**config.mk**
```make
export PLATFORM = sky130hd
export DESIGN_NAME = alu_seq_ctrl_flat
export DESIGN_NICKNAME = d
export VERILOG_FILES = /design/src/rtl/alu_seq_ctrl_if.sv /design/src/rtl/alu_seq_ctrl.sv /design/src/flat_wrapper.sv
export SDC_FILE = /design/constraint.sdc
export NUM_CORES = 1
export LEC_CHECK = 0
export BUFFER_PORTS_ARGS = -buffer_cell sky130_fd_sc_hd__buf_2
export CORE_MARGIN = 4
export CORE_UTILIZATION = 43
export CTS_BUF_LIST = sky130_fd_sc_hd__clkbuf_8
export CTS_CLUSTER_DIAMETER = 200
export CTS_CLUSTER_SIZE = 16
export DETAILED_ROUTE_END_ITERATION = 7
export PLACE_DENSITY = 0.79
export REMOVE_ABC_BUFFERS = 1
export SLEW_MARGIN = 20
export SYNTH_ARGS = -nofsm -noshare
export SYNTH_HDL_FRONTEND = slang
export SYNTH_SLANG_ARGS = --single-unit
```
**constraint.sdc**
```tcl
create_clock -name clk -period 1.3 [get_ports clk]
set_input_delay 0.13 -clock clk [delete_from_list [all_inputs] [get_ports clk]]
set_output_delay 0.13 -clock clk [all_outputs]
set_load 0.02 [all_outputs]
```
**src/rtl/alu_seq_ctrl_if.sv**
```systemverilog
// Command/response channel bundle for alu_seq_ctrl.
// master: the side issuing commands and consuming results.
// slave : the controller.
interface alu_seq_ctrl_if #(
  parameter int N = 16
);
  logic         cmd_valid;
  logic         cmd_ready;
  logic [2:0]   cmd_op;
  logic [N-1:0] cmd_a;
  logic [N-1:0] cmd_b;
  logic         rsp_valid;
  logic         rsp_ready;
  logic [N-1:0] rsp_data;
  logic         rsp_ovf;
  logic         rsp_err;

  modport master (
    output cmd_valid, cmd_op, cmd_a, cmd_b, rsp_ready,
    input  cmd_ready, rsp_valid, rsp_data, rsp_ovf, rsp_err
  );

  modport slave (
    input  cmd_valid, cmd_op, cmd_a, cmd_b, rsp_ready,
    output cmd_ready, rsp_valid, rsp_data, rsp_ovf, rsp_err
  );
endinterface

```
**src/rtl/alu_seq_ctrl.sv**
```systemverilog
// Command-side sequencer for the combinational N-bit ALU.
// Takes an opcode plus two operands, drives the ALU control/operand pins,
// captures FUNC/Ovflag and returns the result on a valid/ready channel.
//
// Optional feature macro: ALU_SEQ_CTRL_MUL_EN
//   defined   -> op 4 (MUL) runs as b repeated ALU ADD passes
//   undefined -> op 4 is reported as an illegal opcode
module alu_seq_ctrl #(
  parameter int N = 16
) (
  input  logic          clk,
  input  logic          rst,
  alu_seq_ctrl_if.slave bus,
  output logic [N-1:0]  alu_a,
  output logic [N-1:0]  alu_b,
  output logic [N-1:0]  alu_reg0,
  output logic [N-1:0]  alu_reg1,
  output logic          alu_f0,
  output logic          alu_f1,
  output logic          alu_ena,
  output logic          alu_enb,
  output logic          alu_inva,
  output logic          alu_inc,
  input  logic [N-1:0]  alu_func,
  input  logic          alu_ovflag
);

  localparam logic [2:0] OP_ADD = 3'd0;
  localparam logic [2:0] OP_OR  = 3'd1;
  localparam logic [2:0] OP_AND = 3'd2;
  localparam logic [2:0] OP_XOR = 3'd3;
`ifdef ALU_SEQ_CTRL_MUL_EN
  localparam logic [2:0] OP_MUL = 3'd4;
`endif

  // {F1,F0} function selects of the attached ALU
  localparam logic [1:0] FSEL_ADD = 2'b00;
  localparam logic [1:0] FSEL_OR  = 2'b01;
  localparam logic [1:0] FSEL_AND = 2'b10;
  localparam logic [1:0] FSEL_XOR = 2'b11;

`ifdef ALU_SEQ_CTRL_MUL_EN
  typedef enum logic [1:0] {
    IDLE = 2'd0,
    EXEC = 2'd1,
    MUL  = 2'd2,
    RESP = 2'd3
  } state_t;
`else
  typedef enum logic [1:0] {
    IDLE = 2'd0,
    EXEC = 2'd1,
    RESP = 2'd3
  } state_t;
`endif

  state_t       state_q, state_d;

  logic         rsp_valid_q, rsp_valid_d;
  logic [N-1:0] rsp_data_q,  rsp_data_d;
  logic         rsp_ovf_q,   rsp_ovf_d;
  logic         rsp_err_q,   rsp_err_d;

  // Registered ALU drive. During MUL the alu_a register is the running
  // accumulator: it is reloaded from FUNC every pass, so no separate copy
  // of the partial product is kept.
  logic [1:0]   fsel_q,   fsel_d;
  logic [N-1:0] pin_a_q,  pin_a_d;
  logic [N-1:0] pin_b_q,  pin_b_d;
  logic [N-1:0] pin_r1_q, pin_r1_d;

`ifdef ALU_SEQ_CTRL_MUL_EN
  logic [N-1:0] mul_a_q,  mul_a_d;
  logic [N-1:0] count_q,  count_d;
  logic         sticky_q, sticky_d;
`endif

  // Only IDLE takes commands; everything else ignores the command channel.
  assign bus.cmd_ready = (state_q == IDLE);

  assign bus.rsp_valid = rsp_valid_q;
  assign bus.rsp_data  = rsp_data_q;
  assign bus.rsp_ovf   = rsp_ovf_q;
  assign bus.rsp_err   = rsp_err_q;

  assign alu_f0   = fsel_q[0];
  assign alu_f1   = fsel_q[1];
  assign alu_a    = pin_a_q;
  assign alu_b    = pin_b_q;
  assign alu_reg1 = pin_r1_q;

  // Operand selection never needs REG0, input gating, inversion or carry-in.
  assign alu_reg0 = '0;
  assign alu_ena  = 1'b0;
  assign alu_enb  = 1'b0;
  assign alu_inva = 1'b0;
  assign alu_inc  = 1'b0;

  // Next-state and next-output decode; ALU pins default to 0 so they are only
  // non-zero in a cycle whose state is EXEC or MUL.
  always_comb begin
    state_d     = state_q;
    rsp_valid_d = rsp_valid_q;
    rsp_data_d  = rsp_data_q;
    rsp_ovf_d   = rsp_ovf_q;
    rsp_err_d   = rsp_err_q;
    fsel_d      = 2'b00;
    pin_a_d     = '0;
    pin_b_d     = '0;
    pin_r1_d    = '0;
`ifdef ALU_SEQ_CTRL_MUL_EN
    mul_a_d     = mul_a_q;
    count_d     = count_q;
    sticky_d    = sticky_q;
`endif

    case (state_q)
      IDLE: begin
        if (bus.cmd_valid) begin
          case (bus.cmd_op)
            OP_ADD: begin
              fsel_d  = FSEL_ADD;
              pin_a_d = bus.cmd_a;
              pin_b_d = bus.cmd_b;
              state_d = EXEC;
            end
            OP_OR: begin
              fsel_d  = FSEL_OR;
              pin_a_d = bus.cmd_a;
              pin_b_d = bus.cmd_b;
              state_d = EXEC;
            end
            OP_AND: begin
              fsel_d  = FSEL_AND;
              pin_a_d = bus.cmd_a;
              pin_b_d = bus.cmd_b;
              state_d = EXEC;
            end
            OP_XOR: begin
              // the ALU's XOR path takes its first operand from REG1
              fsel_d   = FSEL_XOR;
              pin_b_d  = bus.cmd_b;
              pin_r1_d = bus.cmd_a;
              state_d  = EXEC;
            end
`ifdef ALU_SEQ_CTRL_MUL_EN
            OP_MUL: begin
              if (bus.cmd_b != '0) begin
                // first pass: 0 + a
                mul_a_d  = bus.cmd_a;
                count_d  = bus.cmd_b;
                sticky_d = 1'b0;
                fsel_d   = FSEL_ADD;
                pin_a_d  = '0;
                pin_b_d  = bus.cmd_a;
                state_d  = MUL;
              end else begin
                // x*0 needs no ALU pass at all
                rsp_valid_d = 1'b1;
                rsp_data_d  = '0;
                rsp_ovf_d   = 1'b0;
                rsp_err_d   = 1'b0;
                state_d     = RESP;
              end
            end
`endif
            default: begin
              rsp_valid_d = 1'b1;
              rsp_data_d  = '0;
              rsp_ovf_d   = 1'b0;
              rsp_err_d   = 1'b1;
              state_d     = RESP;
            end
          endcase
        end
      end

      EXEC: begin
        rsp_valid_d = 1'b1;
        rsp_data_d  = alu_func;
        rsp_ovf_d   = alu_ovflag;
        rsp_err_d   = 1'b0;
        state_d     = RESP;
      end

`ifdef ALU_SEQ_CTRL_MUL_EN
      MUL: begin
        sticky_d = sticky_q | alu_ovflag;
        count_d  = count_q - N'(1);
        if (count_q == N'(1)) begin
          rsp_valid_d = 1'b1;
          rsp_data_d  = alu_func;
          rsp_ovf_d   = sticky_q | alu_ovflag;
          rsp_err_d   = 1'b0;
          state_d     = RESP;
        end else begin
          fsel_d  = FSEL_ADD;
          pin_a_d = alu_func;
          pin_b_d = mul_a_q;
        end
      end
`endif

      RESP: begin
        if (bus.rsp_ready) begin
          rsp_valid_d = 1'b0;
          state_d     = IDLE;
        end
      end

      default: begin
        state_d = IDLE;
      end
    endcase
  end

  // State register.
  always_ff @(posedge clk) begin
    if (rst) begin
      state_q <= IDLE;
    end else begin
      state_q <= state_d;
    end
  end

  // Response and ALU-drive registers; reset drops any in-flight command.
  always_ff @(posedge clk) begin
    if (rst) begin
      rsp_valid_q <= 1'b0;
      rsp_data_q  <= '0;
      rsp_ovf_q   <= 1'b0;
      rsp_err_q   <= 1'b0;
      fsel_q      <= 2'b00;
      pin_a_q     <= '0;
      pin_b_q     <= '0;
      pin_r1_q    <= '0;
    end else begin
      rsp_valid_q <= rsp_valid_d;
      rsp_data_q  <= rsp_data_d;
      rsp_ovf_q   <= rsp_ovf_d;
      rsp_err_q   <= rsp_err_d;
      fsel_q      <= fsel_d;
      pin_a_q     <= pin_a_d;
      pin_b_q     <= pin_b_d;
      pin_r1_q    <= pin_r1_d;
    end
  end

`ifdef ALU_SEQ_CTRL_MUL_EN
  // Multiplier iteration state: latched multiplicand, remaining passes and
  // sticky overflow.
  always_ff @(posedge clk) begin
    if (rst) begin
      mul_a_q  <= '0;
      count_q  <= '0;
      sticky_q <= 1'b0;
    end else begin
      mul_a_q  <= mul_a_d;
      count_q  <= count_d;
      sticky_q <= sticky_d;
    end
  end
`endif

endmodule

```
**src/flat_wrapper.sv**
```systemverilog
// flat-port wrapper written by rule: the top's interface ports become plain ports
module alu_seq_ctrl_flat 
#(
  parameter int N = 16
)
  (clk, rst, alu_a, alu_b, alu_reg0, alu_reg1, alu_f0, alu_f1, alu_ena, alu_enb, alu_inva, alu_inc, alu_func, alu_ovflag, bus_cmd_valid, bus_cmd_op, bus_cmd_a, bus_cmd_b, bus_rsp_ready, bus_cmd_ready, bus_rsp_valid, bus_rsp_data, bus_rsp_ovf, bus_rsp_err);
  alu_seq_ctrl_if #(.N(N)) bus_i ();
  input  logic clk;
  input  logic rst;
  output logic [N-1:0] alu_a;
  output logic [N-1:0] alu_b;
  output logic [N-1:0] alu_reg0;
  output logic [N-1:0] alu_reg1;
  output logic alu_f0;
  output logic alu_f1;
  output logic alu_ena;
  output logic alu_enb;
  output logic alu_inva;
  output logic alu_inc;
  input  logic [N-1:0] alu_func;
  input  logic alu_ovflag;
  input wire logic [$bits(bus_i.cmd_valid)-1:0] bus_cmd_valid;
  input wire logic [$bits(bus_i.cmd_op)-1:0] bus_cmd_op;
  input wire logic [$bits(bus_i.cmd_a)-1:0] bus_cmd_a;
  input wire logic [$bits(bus_i.cmd_b)-1:0] bus_cmd_b;
  input wire logic [$bits(bus_i.rsp_ready)-1:0] bus_rsp_ready;
  output wire logic [$bits(bus_i.cmd_ready)-1:0] bus_cmd_ready;
  output wire logic [$bits(bus_i.rsp_valid)-1:0] bus_rsp_valid;
  output wire logic [$bits(bus_i.rsp_data)-1:0] bus_rsp_data;
  output wire logic [$bits(bus_i.rsp_ovf)-1:0] bus_rsp_ovf;
  output wire logic [$bits(bus_i.rsp_err)-1:0] bus_rsp_err;
  assign bus_i.cmd_valid = bus_cmd_valid;
  assign bus_i.cmd_op = bus_cmd_op;
  assign bus_i.cmd_a = bus_cmd_a;
  assign bus_i.cmd_b = bus_cmd_b;
  assign bus_i.rsp_ready = bus_rsp_ready;
  assign bus_cmd_ready = bus_i.cmd_ready;
  assign bus_rsp_valid = bus_i.rsp_valid;
  assign bus_rsp_data = bus_i.rsp_data;
  assign bus_rsp_ovf = bus_i.rsp_ovf;
  assign bus_rsp_err = bus_i.rsp_err;
  alu_seq_ctrl #(.N(N)) u_core (.clk(clk), .rst(rst), .bus(bus_i), .alu_a(alu_a), .alu_b(alu_b), .alu_reg0(alu_reg0), .alu_reg1(alu_reg1), .alu_f0(alu_f0), .alu_f1(alu_f1), .alu_ena(alu_ena), .alu_enb(alu_enb), .alu_inva(alu_inva), .alu_inc(alu_inc), .alu_func(alu_func), .alu_ovflag(alu_ovflag));
endmodule
```
==> impl_summary.md, run 1 <==
Synthesis
After synthesis, the largest family of logic cells by area is simple AND/OR/NAND/NOR gates. The number of synthesized register bits is 71. Yosys mapped the design onto 25 distinct sky130hd cell types. The netlist area before placement is 2950 µm². The mux share of post-synthesis cell area is 0%.

The synthesized netlist devotes 0% of its cell area to adder and majority cells. sky130_fd_sc_hd__dfxtp_1 takes more of the synthesized area than any other cell. Yosys printed 0 warnings.

For this run, the register share of the synthesized area comes to 48.2%. The xor/xnor share of the synthesized area is 0%. The average size of a mapped cell is 11.6 µm². The fraction of post-synthesis cell area in the top cell type by area is 48.2%.

Sorting the synthesized cells by area gives the leading types as sky130_fd_sc_hd__dfxtp_1, sky130_fd_sc_hd__nor4b_2, sky130_fd_sc_hd__buf_4, sky130_fd_sc_hd__nand3b_1, sky130_fd_sc_hd__nor3b_1. The synthesized netlist devotes 33.1% of its cell area to simple gates. The cell count after synthesis is 255. The synthesized-area fraction occupied by ao, oa, aoi and oai cells is 6.36%.

Critical path
The endpoint of the most critical register-to-register path is u_core.alu_reg1[11]$_SDFF_PP0_. Of all nets on the critical path, the largest fanout is 17. STA puts the critical path data required time at 1.53 ns. The kind of critical path is flop to flop. The startpoint of the most critical register-to-register path is u_core.state_q[0]$_SDFFE_PP0P_. The category of the worst setup path capture point is a flop. Setup slack on the worst reg-to-reg path comes out at -0.15 ns.

The worst setup path is launched from a flop. The signal arrival time at the worst endpoint is 1.68 ns. The count of cells along the worst register-to-register path is 3.

Clock network
TritonCTS built the clock tree. The clock root buffer is sky130_fd_sc_hd__clkbuf_8. The maximum buffer depth of the clock tree is 2. The clock tree synthesis step divided the H-tree into 3 levels.

Clock tree synthesis inserted a total of 9 buffers. The hold buffer count at CTS is 0. The clock insertion delay at the later pin of the skew report is 0.32 ns. The clock slew at the register clock pins of the worst setup and hold paths is 0.07 ns. For this design, the sink count on the clock tree is 71.

Place
The HPWL after detailed placement is 4750 µm. At the placement stage, the worst setup path has a slack of -0.341 ns. Summing all placed instances gives a cell area of 3590 µm².

The total of buffers placed on input and output ports is 125. At the end of routability-driven placement, the weighted congestion stood at 0.752. The number of placed instances, taps included, is 441.

Final layout
The count of cells in the finished layout, fillers not included, comes to 457. 0 antenna diodes ended up in the layout. Measured on the finished design, the core utilization comes to 59.8%. The signed area change from the synthesized netlist to the final layout is 31.7%. The library cell used most frequently in the layout, excluding fill and tap cells, is sky130_fd_sc_hd__buf_2. With fillers left out, the area of the finished cells amounts to 3890 µm². The share of cells above drive strength 1 is 50.5%. In the layout the commonest cells are sky130_fd_sc_hd__buf_2, sky130_fd_sc_hd__dfxtp_1, sky130_fd_sc_hd__nor4b_2. The total of fill cells in the finished design is 571.

The post-layout net count is 432.

Timing
The final count of hold timing violations is 0. The worst clock skew is 0.00828 ns. Setup repair after global routing could not meet its margin everywhere. The clock period minus worst slack is 1.45 ns. The post-route fraction of the period consumed by the critical path is 112%. The summed negative setup slack over all endpoints is -5.57 ns. The max-slew violation count is 0. In the post-route analysis, the smallest setup slack over all paths is -0.152 ns. The final count of negative-setup-slack endpoints is 51. The timing-limited maximum frequency is 689 MHz.

GRT
The pin count of the biggest net entering global routing is 42. For met1 alone, demand over resource in global routing was 19.3%. The met3 track demand over resource in global routing is 4.83%. In the global route stage, met2 resource usage came out at 29.2%.

The number of antenna violations at the first check in global routing is 0. The layer flagged by global routing as most heavily used is met2. The total global routing track utilization is 16.8%. The first-pass GRT wire length is 11400 µm.

Global routing finished with a remaining overflow of 0. The number of global-route vias before repair was 2393.

Min path
In this run the worst hold path is classified as primary input to flop. Along the worst hold path, the cell count comes to 2. The hold path startpoint is bus_cmd_b[1].

The worst hold endpoint is u_core.alu_b[1]$_SDFF_PP0_.

Floorplan
The die covers 8250 µm². Measured along the y axis, the die boundary spans 90.9 µm. The core box area is 6490 µm².

The die width is 90.9 µm. The floorplan has 29 rows. In this run the count of I/O pins placed on the die edge is 146. Once the floorplan was initialized, standard cells occupied 45.4% of the core.

Power and ir drop
Across the VDD grid, the largest voltage drop is 0.000864 V. The static leakage is 1.70 nW. Dividing total power by cell area gives a power density of 1240 nW/µm².

Drt
The post-detailed-route DRC marker count is 0. In this run the remaining antenna-violating nets after routing total 0. After detailed routing, the number of vias per cell comes to 5.00. The overall via count from detail_route is 2286. For this run, the detailed router's first-pass iteration total came to 4.

The routed design has 7020 µm of wire. The mean routed wirelength per cell is 15.4 µm. The initial DRC count is 66.

Run status
The run finished, with violations left. The final reports fail on negative setup slack.

Flow run
The number of maximum-capacitance violations is 0.
[flip-flops by register name, indices dropped and copies added, names as in the netlist]
name                  count
u_core.alu_a             16
u_core.alu_b             16
u_core.fsel_q             2
u_core.state_q            2
u_core.bus.rsp_data      16
u_core.alu_reg1          16
u_core.bus.rsp_err        1
u_core.bus.rsp_valid      1
u_core.bus.rsp_ovf        1
[per-stage QoR]
step | total power, mW | hold slack (ns)
6_report | 4.83 | 0.0434
5_1_grt | 5.05 | 0.0421
4_1_cts | 4.86 | 0.0438
3_5_place_dp | 3.10 | 0.401
3_3_place_gp | 3.08 | 0.392
2_1_floorplan | 2.77 | 0.199
[critical path: stages, from the launching register on]
cell and delay [ns]:
sky130_fd_sc_hd__dfxtp_1 0.31, sky130_fd_sc_hd__or4b_4 0.59, sky130_fd_sc_hd__buf_12 0.20, sky130_fd_sc_hd__nor4b_2 0.25
[where the power goes]
| group | total [mW] | internal, mW | switching, mW |
|---|---|---|---|
| clock | 1.73 | 0.971 | 0.761 |
| sequential | 2.30 | 2.26 | 0.0448 |
| combinational | 0.793 | 0.318 | 0.475 |
[layer usage]
layer	wire, µm	part of all wire, %
met1	2750	39
met2	3670	52
met3	531	7.6
met4	70	1.0
met5	0	0
[kinds of logic (layout without fill, tap and decap cells)]
group | count (synthesis) | after routing
simple gates | 91 | 91
other cells | 1 | 20
flops | 71 | 71
compound gates | 25 | 25
buf+inv | 67 | 173
[Yosys cell counts]
cell type,number
sky130_fd_sc_hd__dfxtp_1,71
sky130_fd_sc_hd__o21bai_1,1
sky130_fd_sc_hd__a21bo_2,1
sky130_fd_sc_hd__or4bb_1,12
sky130_fd_sc_hd__a21oi_1,2
sky130_fd_sc_hd__or2_2,1
sky130_fd_sc_hd__a211o_1,1
sky130_fd_sc_hd__a221oi_1,2
sky130_fd_sc_hd__buf_4,20
sky130_fd_sc_hd__inv_1,20
sky130_fd_sc_hd__nand3b_1,18
sky130_fd_sc_hd__buf_6,4
sky130_fd_sc_hd__nor3b_1,18
sky130_fd_sc_hd__nand2_1,1
sky130_fd_sc_hd__clkbuf_1,20
sky130_fd_sc_hd__nor4b_2,32
sky130_fd_sc_hd__nand2b_1,1
sky130_fd_sc_hd__nand4bb_1,5
sky130_fd_sc_hd__and2_1,1
sky130_fd_sc_hd__nor2_1,1
sky130_fd_sc_hd__o22ai_1,1
sky130_fd_sc_hd__or4b_1,1
sky130_fd_sc_hd__o211ai_1,17
sky130_fd_sc_hd__conb_1,1
sky130_fd_sc_hd__buf_2,3
[timing repair]
action                                  4_1_cts  5_1_grt
endpoints found under the setup margin       51       51
resized for setup                             4        9
buffers inserted                              0        0
gates cloned                                  1        0
pin swaps                                     1        0
[how the worst max path moves through the flow]
stage | startpoint | cells after the start | slack [ns] | end
6_report | u_core.state_q[0]$_SDFFE_PP0P_ | 3 | -0.15 | u_core.alu_reg1[11]$_SDFF_PP0_
5_1_grt | u_core.state_q[0]$_SDFFE_PP0P_ | 3 | -0.22 | u_core.alu_a[4]$_SDFF_PP0_
4_1_cts | u_core.state_q[0]$_SDFFE_PP0P_ | 3 | -0.18 | u_core.alu_reg1[4]$_SDFF_PP0_
3_5_place_dp | u_core.state_q[1]$_SDFFE_PP0P_ | 3 | -0.34 | u_core.alu_reg1[4]$_SDFF_PP0_
3_3_place_gp | u_core.state_q[1]$_SDFFE_PP0P_ | 3 | -0.27 | u_core.alu_a[8]$_SDFF_PP0_
2_1_floorplan | u_core.state_q[1]$_SDFFE_PP0P_ | 2 | -1.22 | u_core.alu_a[0]$_SDFF_PP0_
[final cells by class]
type	instances	area, µm²	area share, %
clock buffer	11	151	3.90
clock inverter	4	45.0	1.16
inverter	20	75.1	1.93
multi-input combinational	136	1310	33.7
sequential	71	1420	36.6
tap	77	96.3	2.48
timing repair buffer	138	788	20.3
Power figures use the tool's default switching activity.
==> inputs of run 2 (changes only) <==
--- a/config.mk
+++ b/config.mk
@@ -18,3 +18,4 @@
 export SYNTH_ARGS = -nofsm -noshare
 export SYNTH_HDL_FRONTEND = slang
 export SYNTH_SLANG_ARGS = --single-unit
+export TNS_END_PERCENT = 50
==> impl_summary.md, run 2 (synthesis results as in run 1) <==
Timing
The max-slew violation count was 0. Setup repair after global routing could not meet its margin everywhere. For the final database, setup skew stands at 0.00829 ns. The smallest hold slack is 0.0434 ns. The post-route fraction of the period consumed by the critical path is 112%.

The final count of hold timing violations is 0. The timing-limited maximum frequency is 689 MHz. After layout, the worst setup slack is -0.151 ns. The final count of negative-setup-slack endpoints is 51. The clock period minus worst slack is 1.45 ns.

Place
The total of buffers placed on input and output ports is 125. The worst setup slack after placement is -0.341 ns. Detailed placement finished with a half-perimeter wire length of 4750 µm. The congestion estimate from routability-driven global placement came to 0.752.

Run status
The flow ran to the end, but the final reports show violations. The checks that failed: negative setup slack.

Final layout
In the final design database the tool counted 432 nets. Fill cells in the final layout number 571. The signed area change from the synthesized netlist to the final layout is 31.7%.

The number of antenna diodes in the final layout is 0. The top cell types in the final layout, fill and taps aside, are sky130_fd_sc_hd__buf_2, sky130_fd_sc_hd__dfxtp_1, sky130_fd_sc_hd__nor4b_2. Cells fill 59.8% of the core in the end. The most common cell after layout, fill and taps aside is sky130_fd_sc_hd__buf_2.

The share of cells above drive strength 1 is 50.5%.

Floorplan
The initial core utilization is 45.4%. After floorplanning, the core was sized to cover 6490 µm². The floorplan has 29 rows. The die width is 90.9 µm.

The die covers 8250 µm². The y dimension of the die is 90.9 µm. The number of top-level design ports is 146.

Min path
The startpoint identified for the worst hold timing path is bus_cmd_b[1]. The path type of the worst min-delay path is primary input to flop. For hold timing, the worst endpoint is u_core.alu_b[1]$_SDFF_PP0_. Counting instances, the worst hold path has a depth of 2.

Clock network
The tree is rooted in a sky130_fd_sc_hd__clkbuf_8. The hold buffer count at CTS is 0. The number of buffers inserted by post-CTS setup repair is 0.

The clock slew at the register clock pins of the worst setup and hold paths is 0.07 ns. The CTS buffer count is 9. The number of clock sinks is 71. The TritonCTS clock tree is done. The clock insertion delay at the later pin of the skew report is 0.32 ns.

CTS built an H-tree with a depth of 3. The longest clock path from root to sink contains 2 buffers.

GRT
The pin count of the biggest net entering global routing is 42. The number of global-route vias before repair is 2395. After global routing the overflow that remains totals 0. The number of antenna violations at the first check in global routing came to 0. Global routing used 16.8% of the available tracks. The first-pass GRT wire length is 11400 µm.

Drt
In this run, the number of DRC markers left after iteration 0 of detailed routing was 62. The post-detailed-route DRC marker count is 0. Dividing the detail-routed wire length by the instance count gives 15.4 µm.

The detailed router placed 2276 vias in this run. In this run the remaining antenna-violating nets after routing total 0. The first detailed-routing pass ran for 4 iterations.

After detailed routing, the total wire length is 7030 µm. The post-detailed-route via-to-cell ratio is 4.98.

Flow run
The number of maximum-capacitance violations is 0.

Critical path
The startpoint of the most critical register-to-register path is u_core.state_q[0]$_SDFFE_PP0P_. The highest net fanout along the worst path is 17. For the worst setup path, the data arrival time is 1.68 ns. The worst reg-to-reg setup slack is -0.15 ns. The number of cells on the worst reg-to-reg path is 3. At the worst endpoint, the required time is 1.53 ns. The category of the worst setup path capture point is a flop. The startpoint kind of the worst setup timing path is a flop.

The kind of critical path is flop to flop. The endpoint identified for the worst register-to-register timing path is u_core.alu_reg1[11]$_SDFF_PP0_.

Power and ir drop
The static leakage is 1.70 nW. VDD sags by at most 0.000864 V. The ratio of total power to cell area is 1240 nW/µm². The post-layout total power is 4.83 mW.
-- run 2: layout make-up --
type,instances,area [µm²],share of cell area (%)
repair buffers,138,788,20.3
well taps,77,96.3,2.48
multi-input cells,136,1310,33.7
clock inverters,4,45.0,1.16
flip-flops and latches,71,1420,36.6
clock buffers,11,151,3.90
inverters,20,75.1,1.93
-- run 2: what timing repair did --
item                       in CTS  in global routing
resized for setup               4                  9
setup endpoints to repair      51                 51
pin swaps                       1                  0
cloned                          1                  0
-- run 2: report_power, final --
part           switching, mW  internal [mW]  total, mW
Sequential            0.0448           2.26       2.30
Clock                  0.765          0.971       1.74
Combinational          0.475          0.318      0.794
-- run 2: critical path, cell delays in order, from the launching register on --
cell and delay (ns):
sky130_fd_sc_hd__dfxtp_1 0.31, sky130_fd_sc_hd__or4b_4 0.59, sky130_fd_sc_hd__buf_12 0.20, sky130_fd_sc_hd__nor4b_2 0.25
-- run 2: how the worst max path moves through the flow --
stage / start / to / slack (ns) / cells past startpoint
detailed placement: u_core.state_q[1]$_SDFFE_PP0P_ / u_core.alu_reg1[4]$_SDFF_PP0_ / -0.34 / 3
global placement: u_core.state_q[1]$_SDFFE_PP0P_ / u_core.alu_a[8]$_SDFF_PP0_ / -0.27 / 3
global route: u_core.state_q[0]$_SDFFE_PP0P_ / u_core.alu_a[4]$_SDFF_PP0_ / -0.22 / 3
floorplan: u_core.state_q[1]$_SDFFE_PP0P_ / u_core.alu_a[0]$_SDFF_PP0_ / -1.22 / 2
CTS: u_core.state_q[0]$_SDFFE_PP0P_ / u_core.alu_reg1[4]$_SDFF_PP0_ / -0.18 / 3
finish: u_core.state_q[0]$_SDFFE_PP0P_ / u_core.alu_reg1[11]$_SDFF_PP0_ / -0.15 / 3
-- run 2: through the flow --
stage,cell area (µm²),std cells,setup TNS (ns)
after floorplan,2740,227,-60.43
after global placement,3590,441,-12.09
after detailed placement,3590,441,-13.67
after CTS,3820,457,-5.83
after global routing,3890,457,-8.19
final,3890,457,-5.55
-- run 2: per-layer routing --
metal / global-route usage (%) / share of wire, % / vias up
met5: 0 / 0 / -
met4: 6.41 / 1.0 / 0
met3: 4.83 / 7.6 / 6
met2: 29.2 / 52 / 85
met1: 19.3 / 39 / 1074
li1: - / - / 1111
==> inputs of run 3 (changes only) <==
--- a/config.mk
+++ b/config.mk
@@ -7,12 +7,12 @@
 export LEC_CHECK = 0
 export BUFFER_PORTS_ARGS = -buffer_cell sky130_fd_sc_hd__buf_2
 export CORE_MARGIN = 4
-export CORE_UTILIZATION = 43
+export CORE_UTILIZATION = 46
 export CTS_BUF_LIST = sky130_fd_sc_hd__clkbuf_8
 export CTS_CLUSTER_DIAMETER = 200
 export CTS_CLUSTER_SIZE = 16
 export DETAILED_ROUTE_END_ITERATION = 7
-export PLACE_DENSITY = 0.79
+export PLACE_DENSITY = 0.8
 export REMOVE_ABC_BUFFERS = 1
 export SLEW_MARGIN = 20
 export SYNTH_ARGS = -nofsm -noshare
==> constraint.sdc (replaced) <==
create_clock -name clk -period 1.6 [get_ports clk]
set_input_delay 0.16 -clock clk [delete_from_list [all_inputs] [get_ports clk]]
set_output_delay 0.16 -clock clk [all_outputs]
set_load 0.02 [all_outputs]
==> impl_summary.md, run 3 (synthesis results as in run 1) <==
Critical path
At the worst endpoint, the arrival time is 1.76 ns. The largest individual stage delay along the critical path comes from the cell sky130_fd_sc_hd__or4b_4. The highest net fanout along the worst path is 25. On the critical path the largest part of the delay comes from simple AND/OR/NAND/NOR gates. The worst setup path is of the flop to flop kind. STA classifies the critical path endpoint as a flop.

Traced cell by cell, the critical path runs through or4b_4 -> bufbuf_16 -> nor4b_2. The delay of the slowest critical-path stage is 0.56 ns. The instance count on the critical path is 3.

The count of cells along the worst register-to-register path is 3. The count of buffer and inverter cells on the critical path is 1. The worst setup path is launched from a flop. STA puts the critical path data required time at 1.85 ns.

Min path
The worst hold path depth is 2. The min-delay analysis places its worst path in the category primary input to flop.

Place
The cell count after placement is 433. The area after detailed placement is 3530 µm². After legalization and detailed placement, the total HPWL measured 4640 µm. Input and output buffers added on the ports amount to 125.

OpenSTA, run right after detailed placement, puts the worst setup slack at -0.0389 ns. The placer congestion estimate is 0.723.

Clock network
After clock tree synthesis, the setup repair step added 0 buffers. After clock tree synthesis, the clock-pin slew on the worst setup and hold paths is 0.08 ns. For the worst-skew pair, the clock arrives at the later sink with an insertion delay of 0.34 ns. The number of gates resized after cts is 1.

The maximum buffer depth of the clock tree is 2. The number of clock sinks is 71. The CTS buffer count is 9. The H-tree level count is 3. TritonCTS built the clock tree. The tree is rooted in a sky130_fd_sc_hd__clkbuf_8.

After clock tree synthesis, the flow added hold-fix buffers numbering 0.

Drt
The total wire length is 6840 µm. For this run, design rule violations remaining after detail routing come to 0. The detailed router finished its first iteration with 102 violations. The detailed router placed 2217 vias in this run. The count of nets left with antenna violations once routing finished came out at 0. The first detailed-routing pass took 3 iterations. Dividing the detail-routed via count by the number of cells gives 4.93. After detailed routing, the average wire length per cell comes to 15.2 µm.

GRT
The first-pass GRT wire length is 10600 µm. Global routing used 17.7% of the available tracks across all layers. The number of antenna violations at the first check in global routing is 0.

The number of global-route vias before repair is 2207. After global routing the overflow that remains totals 0. Entering global routing, the biggest net connects 46 pins.

Timing
Setup repair after global routing left no endpoint under its margin. The slew at the pin with the worst max-slew slack is 0.934 ns. The final worst-path setup slack is 0.0887 ns. The smallest hold slack is 0.0774 ns.

The summed negative setup slack over all endpoints is 0 ns. For this run, the top clock speed supported by timing is 662 MHz. The post-route fraction of the period consumed by the critical path is 94.5%. The normalized max-slew margin is 37.7%. The worst path in the final design needs a cycle of 1.51 ns, including I/O delays and setup. Setup violations remaining at the end of the flow were counted as 0. The worst clock skew is 0.00668 ns. The max-slew violation count is 0.

The final count of hold timing violations is 0.

Final layout
The total of fill cells in the finished design is 516. The post-layout utilization of the core is 61.8%. The most common cell after layout, fill and taps aside is sky130_fd_sc_hd__buf_2. After the last flow step, the layout net total stands at 426. The final instance count without filler cells is 450.

In the layout the commonest cells are sky130_fd_sc_hd__buf_2, sky130_fd_sc_hd__dfxtp_1, sky130_fd_sc_hd__nor4b_2. After routing the design area is 3750 µm². Compared with the post-synthesis result, the final layout area differs by 27.0%. The antenna cell count is 0. The share of cells above drive strength 1 is 48.5%.

Floorplan
The die is 88.1 µm tall. In this run the core area contains 28 standard-cell rows. In this run the count of I/O pins placed on the die edge is 146. The die area is 7760 µm².

After floorplanning, the core was sized to cover 6060 µm². The die width is 88.1 µm. The initial core utilization is 48.7%.

Run status
The flow ran to the end, and the final reports show no timing, DRC or antenna violations.

Power and ir drop
The worst vdd rail ir drop is 0.000664 V. Power spread over the standard cell area amounts to 1010 nW/µm². The post-layout total power is 3.79 mW. For this design the static power due to leakage is 1.63 nW.

Flow run
The number of maximum-capacitance violations is 0.
==> run 3: cell types whose count changed in the layout (fill, tap and decap cells not counted), sizes merged <==
cell / before / now
buf: 138 / 131
bufbuf: 0 / 1
bufinv: 1 / 0
clkinvlp: 0 / 1
inv: 20 / 21
==> run 3: final cells by class <==
| class | count | area (µm²) | area share, % |
|---|---|---|---|
| clock inverter | 5 | 33.8 | 0.901 |
| inverter | 20 | 75.1 | 2.00 |
| multi-input combinational | 136 | 1240 | 33.2 |
| tap | 75 | 93.8 | 2.50 |
| clock buffer | 11 | 151 | 4.04 |
| timing repair buffer | 132 | 728 | 19.4 |
| sequential | 71 | 1420 | 37.9 |
==> run 3: worst paths after layout <==
| check | startpoint | to | slack, ns |
|---|---|---|---|
| worst max-delay path | u_core.state_q[1]$_SDFFE_PP0P_ | u_core.alu_reg1[4]$_SDFF_PP0_ | 0.09 |
| worst min-delay path | bus_cmd_b[6] | u_core.alu_b[6]$_SDFF_PP0_ | 0.08 |
| worst max register to register | u_core.state_q[1]$_SDFFE_PP0P_ | u_core.alu_reg1[4]$_SDFF_PP0_ | 0.09 |
| worst min register to register | u_core.bus.rsp_err$_SDFFE_PP0P_ | u_core.bus.rsp_err$_SDFFE_PP0P_ | 0.47 |
==> run 3: routing by layer <==
layer	track usage [%]	up-vias	share of wire, %
met4	9.89	0	3.1
met2	30.5	73	51
met5	0	-	0
met3	4.05	15	5.8
li1	-	1101	-
met1	20.1	1028	40
==> run 3: where the power goes <==
part / leakage (nW) / total [mW] / switching, mW / internal, mW
Sequential: 0.576 / 1.87 / 0.0354 / 1.84
Combinational: 0.958 / 0.600 / 0.365 / 0.235
Clock: 0.0967 / 1.32 / 0.676 / 0.645
Total: 1.63 / 3.79 / 1.08 / 2.72
==> run 3: worst reg2reg max path, cell delays in order, from the launching register on <==
cell,delay [ns]
sky130_fd_sc_hd__dfxtp_1,0.31
sky130_fd_sc_hd__or4b_4,0.56
sky130_fd_sc_hd__bufbuf_16,0.32
sky130_fd_sc_hd__nor4b_2,0.24
